`src/rtl/addr_rr_arbiter.sv`:
```
// addr_rr_arbiter: three-master round-robin address-phase arbiter.
// A grant is issued from IDLE, held through the address handshake (ADDR),
// and then through the data/response phase (WAIT) until finish.
// Optional feature: define ARB_TIMEOUT_EN to add a WAIT-state watchdog that
// force-releases the grant after TIMEOUT_CYC cycles and pulses timeout.
//
//   state | meaning
//   ------+----------------------------------------------------------
//   IDLE  | no grant; arbitrate among req each cycle
//   ADDR  | grant issued, waiting for address handshake (hs)
//   WAIT  | address accepted, waiting for finish (or watchdog expiry)
module addr_rr_arbiter #(
    parameter int unsigned TIMEOUT_CYC = 256
) (
    input  logic       clk,
    input  logic       rst,
    input  logic [2:0] req,
    input  logic       hs,
    input  logic       finish,
    output logic [2:0] grant,
    output logic [1:0] grant_id,
    output logic       busy,
    output logic       timeout
);

    typedef enum logic [1:0] {
        ST_IDLE = 2'd0,
        ST_ADDR = 2'd1,
        ST_WAIT = 2'd2
    } state_t;

    localparam logic [1:0] NO_GRANT_ID = 2'd3;

    // The watchdog counter is 16 bits wide, so the limit must fit.
    if (TIMEOUT_CYC < 2 || TIMEOUT_CYC > 65536) begin : g_bad_timeout_cyc
        $error("addr_rr_arbiter: TIMEOUT_CYC must be in 2..65536");
    end

    state_t     state_q, state_d;
    logic [2:0] grant_q, grant_d;
    logic [1:0] grant_id_q, grant_id_d;
    logic [1:0] last_q, last_d;
    logic       busy_q, busy_d;

`ifdef ARB_TIMEOUT_EN
    localparam logic [15:0] CNT_LIMIT = 16'(TIMEOUT_CYC - 1);
    logic [15:0] cnt_q, cnt_d;
    logic        timeout_q, timeout_d;
`endif

    // Round-robin pick: first set bit searching from (last+1) mod 3 with wrap.
    // Returns 3 when no request is set.
    function automatic logic [1:0] rr_pick(input logic [2:0] r, input logic [1:0] last);
        int         start;
        int         idx;
        logic [1:0] sel;
        start = (last >= 2'd2) ? 0 : int'(last) + 1;
        sel   = NO_GRANT_ID;
        // Walk from the farthest candidate back so the nearest one wins.
        for (int k = 2; k >= 0; k--) begin
            idx = (start + k) % 3;
            if (r[idx]) sel = 2'(idx);
        end
        return sel;
    endfunction

    // Next-state and next-output computation for the arbitration FSM.
    always_comb begin
        logic [1:0] pick;
        state_d    = state_q;
        grant_d    = grant_q;
        grant_id_d = grant_id_q;
        last_d     = last_q;
        busy_d     = busy_q;
        pick       = rr_pick(req, last_q);
`ifdef ARB_TIMEOUT_EN
        cnt_d      = cnt_q;
        timeout_d  = 1'b0;
`endif
        unique case (state_q)
            ST_IDLE: begin
                if (pick != NO_GRANT_ID) begin
                    state_d    = ST_ADDR;
                    grant_d    = 3'b001 << pick;
                    grant_id_d = pick;
                    last_d     = pick;
                    busy_d     = 1'b1;
                end
            end
            ST_ADDR: begin
                if (hs && finish) begin
                    state_d    = ST_IDLE;
                    grant_d    = 3'b000;
                    grant_id_d = NO_GRANT_ID;
                    busy_d     = 1'b0;
                end else if (hs) begin
                    state_d = ST_WAIT;
`ifdef ARB_TIMEOUT_EN
                    cnt_d   = '0;
`endif
                end else if ((req & grant_q) == 3'b000) begin
                    // Granted master withdrew before the handshake; last stays
                    // pointing at it so the others get the next turn.
                    state_d    = ST_IDLE;
                    grant_d    = 3'b000;
                    grant_id_d = NO_GRANT_ID;
                    busy_d     = 1'b0;
                end
            end
            ST_WAIT: begin
                if (finish) begin
                    state_d    = ST_IDLE;
                    grant_d    = 3'b000;
                    grant_id_d = NO_GRANT_ID;
                    busy_d     = 1'b0;
`ifdef ARB_TIMEOUT_EN
                end else if (cnt_q == CNT_LIMIT) begin
                    state_d    = ST_IDLE;
                    grant_d    = 3'b000;
                    grant_id_d = NO_GRANT_ID;
                    busy_d     = 1'b0;
                    timeout_d  = 1'b1;
                end else begin
                    cnt_d = cnt_q + 16'd1;
`endif
                end
            end
            default: begin
                state_d    = ST_IDLE;
                grant_d    = 3'b000;
                grant_id_d = NO_GRANT_ID;
                busy_d     = 1'b0;
            end
        endcase
    end

    // State and registered outputs; synchronous reset gives M0 first priority.
    always_ff @(posedge clk) begin
        if (rst) begin
            state_q    <= ST_IDLE;
            grant_q    <= 3'b000;
            grant_id_q <= NO_GRANT_ID;
            last_q     <= 2'd2;
            busy_q     <= 1'b0;
`ifdef ARB_TIMEOUT_EN
            cnt_q      <= '0;
            timeout_q  <= 1'b0;
`endif
        end else begin
            state_q    <= state_d;
            grant_q    <= grant_d;
            grant_id_q <= grant_id_d;
            last_q     <= last_d;
            busy_q     <= busy_d;
`ifdef ARB_TIMEOUT_EN
            cnt_q      <= cnt_d;
            timeout_q  <= timeout_d;
`endif
        end
    end

    assign grant    = grant_q;
    assign grant_id = grant_id_q;
    assign busy     = busy_q;
`ifdef ARB_TIMEOUT_EN
    assign timeout  = timeout_q;
`else
    assign timeout  = 1'b0;
`endif

endmodule
```
`config.mk`:
```
export PLATFORM = sky130hd
export DESIGN_NAME = addr_rr_arbiter
export DESIGN_NICKNAME = d
export VERILOG_FILES = /design/src/rtl/addr_rr_arbiter.sv
export SDC_FILE = /design/constraint.sdc
export NUM_CORES = 1
export LEC_CHECK = 0
export CORE_AREA = 4 4 41 43
export DETAILED_ROUTE_END_ITERATION = 7
export DIE_AREA = 0 0 45 47
export HOLD_SLACK_MARGIN = 0.08
export PLACE_DENSITY = 0.69
export REMOVE_ABC_BUFFERS = 1
export SETUP_SLACK_MARGIN = 0.5
export SLEW_MARGIN = 40
export SYNTH_ARGS = -nofsm -noshare
export SYNTH_HDL_FRONTEND = slang
export SYNTH_SLANG_ARGS = --single-unit
```
`constraint.sdc`:
```
create_clock -name clk -period 2.6 [get_ports clk]
set_clock_uncertainty 0.05 [all_clocks]
set_input_delay 0.52 -clock clk [delete_from_list [all_inputs] [get_ports clk]]
set_output_delay 0.52 -clock clk [all_outputs]
set_load 0.1 [all_outputs]
```
* Word level (Yosys, flattened, before mapping)
Cells that the tools add are included.
Storage, ports and cells: register bits 10, bits of input ports 7, word-level logic and storage cells 68
Cells by class: $add $sub $neg 3, divide/modulo/power cells 3, order comparisons 4, equal/unequal tests 8, shift operators 1, multiplexer cells 37, bitwise logic cells 1, reductions and logical operators 6
Operators with widths (count):
- $lt A32 B4 Y1 const B | 3
- $mod A32 B3 Y32 const B | 3
- $mux W2 | 13
- $mux W3 | 6
- $pmux W2 S3 | 2
- $mux W1 | 11
- $pmux W3 S3 | 1
- $bmux W1 S2 | 3
- $ne A2 B2 Y1 const B | 3
- $ne A3 B3 Y1 const B | 2
- $add A3 B1 Y4 const B | 1
- $add A3 B2 Y4 const B | 1
- $ne A4 B4 Y1 const B | 1
- $reduce_and A4 Y1 | 1
- $add A2 B1 Y3 const B | 1
- $and A3 B3 Y3 | 1
- $logic_not A3 Y1 | 1
- $pmux W1 S3 | 1
- $reduce_and A3 Y1 | 1
- $shl A1 B2 Y3 const A | 1
- $eq A2 B1 Y1 const B | 1
- $eq A2 B2 Y1 const B | 1
- $ge A2 B2 Y1 const B | 1
- $logic_not A2 Y1 | 1
- other kinds (2) | 2

* Longest topological paths before layout
depth in word-level cells 13, gate-level depth with buffers 4

* Least setup slack after synthesis
OpenSTA, ideal clock, no wires.
path type register -> register, start register grant_q[2], in the netlist grant[2], end register grant_q[2], in the netlist grant[2], setup time 118 ps, data arrival time 1878 ps, required time 2432 ps, slack 555 ps, stages on the path, launching flop included 5, period minus slack after synthesis 2045 ps, path through dfxtp_1 a222oi_1 a21oi_1 o311a_4 a22o_1
Between the ends: longest elaborated chain between the ends 4
RTL lines:
- start: declaration | RTL line 40 | logic [2:0] grant_q, grant_d;
- start signal: assignment | RTL line 151 | grant_q <= grant_d;
- $and A3 B3 Y3 | RTL line 101 | end else if ((req & grant_q) == 3'b000) begin
- $logic_not A3 Y1 | RTL line 101
- $ne A3 B3 Y1 (no source line)
- $reduce_and A4 Y1 (no source line)
No other way between the ends. A chain may end at the register's enable or synchronous reset.

* Worst setup path in the final report
start input req[0], end register grant_q[0], in the netlist grant[0]
Between the ends: longest elaborated chain between the ends 9
RTL lines:
- start: declaration | RTL line 17 | input logic [2:0] req,
- $bmux W1 S2 | RTL line 62 | if (r[idx]) sel = 2'(idx);
- $mux W1 (not written as such) (2 in a row) | RTL line 62
- $mux W2 (3 in a row) | RTL line 62
- $ne A2 B2 Y1 or $shl A1 B2 Y3 (tied branches) | RTL line 82, 84
- $ne A2 B2 Y1 (no source line) or $mux W3 (tied branches)
- $reduce_and A4 Y1 (no source line) or $pmux W3 S3 (tied branches)
Several ways; a longest one is shown, not always the timed one. The select of a mux whose other input is x is not followed.

==> results.json <==
{
  "die_y_um": 47,
  "initial_core_util": 0.365,
  "r2r_end": "grant[0]",
  "grt_max_degree": 9,
  "p_sw_frac": 0.404,
  "die_w_um": 45,
  "dr_wl_met3_um": 107,
  "hold_viol": 0,
  "synth_edf_count": 0,
  "grt.total_usage": 0.118,
  "cts_sinks": 10,
  "min_from": "grant_id[0]",
  "synth_top_area_share": 0.421,
  "post-place-cells": 80,
  "rsz0062_at_grt": "false",
  "cts_root_buf": "clkbuf_4",
  "drc": 0,
  "max_freq_mhz": 511,
  "clockPowerShare": 0.258,
  "cts_buffers": 3,
  "synth.distinct_cells": 25,
  "crit_arrival_ns": 2.07,
  "synthArstFlopShare": 0,
  "required_ns": 2.71,
  "ys_seq_elements": 10,
  "hold_path_depth": 2,
  "overflow": 0,
  "share_seq_of_total_power": 0.370,
  "synth_seq_area_share": 0.421,
  "nFillCells": 131,
  "status": "complete, no violations",
  "ctsHoldBuffers": 0,
  "cp_max_fo": 6,
  "final_common_cell": "dfxtp_1",
  "synth_area_leader_cell": "dfxtp_1",
  "htree_levels": 1,
  "slew_violations": 0,
  "synth_cells": 53,
  "wirelength_mm": 1.10,
  "grt_pass1_wl_mm": 1.78,
  "worstMarginPinSlew_ns": 0.551,
  "dr_total_vias": 452,
  "ant_nets": 0,
  "routed-wl-met2_um": 464,
  "yosys_warnings": 0,
  "gp_congestion": 0.849,
  "initialDrtViolationCount": 10,
  "grt_pass1_vias": 426,
  "drive_above_1_share": 0.214,
  "rrSetupSlack_ns": 0.95,
  "synth.area.top_cells": "dfxtp_1 42%, nor2_1 5.5%, a21oi_1 5.3%, inv_1 4.7%, o311a_4 4.5%",
  "end_kind": "flip-flop",
  "hold_path.class": "flip-flop to flip-flop",
  "highest_layer": "met4",
  "coreArea_mm2": 0.00130,
  "start_kind": "input port",
  "layout_worst_path_cycle_share": 0.753,
  "layout_common_cells": "10 x dfxtp_1, 8 x buf_4, 7 x nor2_1",
  "grt_antenna_before_repair": 0,
  "final_util": 0.496,
  "p_comb_frac": 0.373,
  "wl_per_cell_um": 13.0,
  "ys_dominant_reg_cell": "dfxtp_1",
  "regToRegStartpoint": "grant[2]",
  "clk_path_buf_depth": 2,
  "reg2regPathDepth": 4,
  "rows": 13,
  "powerDensity_mw_per_mm2": 838,
  "stdcell_count": 85,
  "whs_endpoint": "grant_id[0]",
  "avgSynthCellArea_um2": 8.97,
  "place.detailed.hpwl_um": 810,
  "dieArea_mm2": 0.00212,
  "cts_tree": "yes",
  "p_int_uw": 323,
  "clk_pin_slew_ns": 0.07,
  "setup_viol": 0,
  "via_per_inst": 5.32,
  "peakVddDrop_uv": 392,
  "insertion_delay_ns": 0.26,
  "syn-cell-area_um2": 475,
  "dr.pass1.iters": 4,
  "fin_crit_ns": 1.96,
  "max_cap_viol_count": 0,
  "power.switching_uw": 219,
  "port_buffers": 12,
  "synthToLayoutAreaGrowth_pct": 35.8,
  "leakage_nw": 0.293,
  "finalNetCount": 78,
  "worstSetupPathType": "input port to flip-flop",
  "top_level_ports": 14,
  "relSlewSlack": 0.630,
  "diodes": 0,
  "met1_length_um": 516,
  "timing.setup.tns_ns": 0
}
[kinds of logic after synthesis]
kind of cell,synth area share
multiplexers,0.0211
AND/OR/NAND/NOR,0.155
AO/OA/AOI/OAI,0.332
flip-flops,0.421
buffers and inverters,0.0632
other,0.00789
[worst max-delay path by stage]
stage / start / end / slack (ns)
2_1_floorplan: grant[2] / grant[2] / 0.55
3_3_place_gp: req[2] / grant[0] / 0.27
3_5_place_dp: req[2] / grant[0] / 0.23
4_1_cts: req[2] / grant[0] / 0.51
5_1_grt: req[1] / grant[2] / 0.55
6_report: req[0] / grant[0] / 0.64
[timing repair]
action | CTS | global route
endpoints found under the setup margin | 0 | 4
setup buffers | 0 | 1
resized for setup | 0 | 1
[cell type report]
cell class	count	area [um^2]	share of cell area
clock buffer	4	36.3	0.0562
inverter	6	22.5	0.0349
multi-input combinational	36	245	0.380
sequential	10	200	0.310
tap	15	18.8	0.0291
timing repair buffer	14	123	0.190
[cells in the mapped netlist (2+ instances only)]
cell      number
inv_1          6
a22o_1         2
nor4_1         2
a31oi_1        2
nor2_1         7
a21oi_1        5
dfxtp_1       10
nand2b_1       2
[metal layers]
| metal | vias up | track usage |
|---|---|---|
| met5 | - | 0 |
| met4 | 0 | 0.0526 |
| met3 | 4 | 0.0651 |
| met2 | 21 | 0.172 |
| met1 | 200 | 0.143 |
| li1 | 227 | - |
[worst max-delay path, stage by stage]
cell	delay, ns
clkdlybuf4s50_1	0.47
a222oi_1	0.32
a21oi_1	0.16
o311a_4	0.36
a22o_1	0.23
[flip-flops by register name, indices dropped and copies added (netlist names)]
| name | count |
|---|---|
| grant | 3 |
| grant_id | 2 |
| last_q | 2 |
| state_q | 2 |
| busy | 1 |
[through the flow]
| step | worst slack (ns) | hold WS, ns | power [mW] | instance area [um^2] |
|---|---|---|---|---|
| floorplan | 0.555 | 0.439 | 0.354 | 468 |
| global placement | 0.270 | 0.395 | 0.401 | 599 |
| detailed placement | 0.231 | 0.391 | 0.403 | 599 |
| CTS | 0.512 | 0.404 | 0.545 | 636 |
| global route | 0.549 | 0.429 | 0.574 | 646 |
| finish | 0.643 | 0.401 | 0.541 | 646 |
[power by group through the flow]
stage,Clock (mW),Combinational [mW],Sequential (mW)
3_5_place_dp,0,0.199,0.203
2_1_floorplan,0,0.0674,0.287
5_1_grt,0.156,0.214,0.204
4_1_cts,0.145,0.200,0.200
6_report,0.139,0.202,0.200
3_3_place_gp,0,0.199,0.203
No activity file was read; power rests on OpenSTA's default activity.
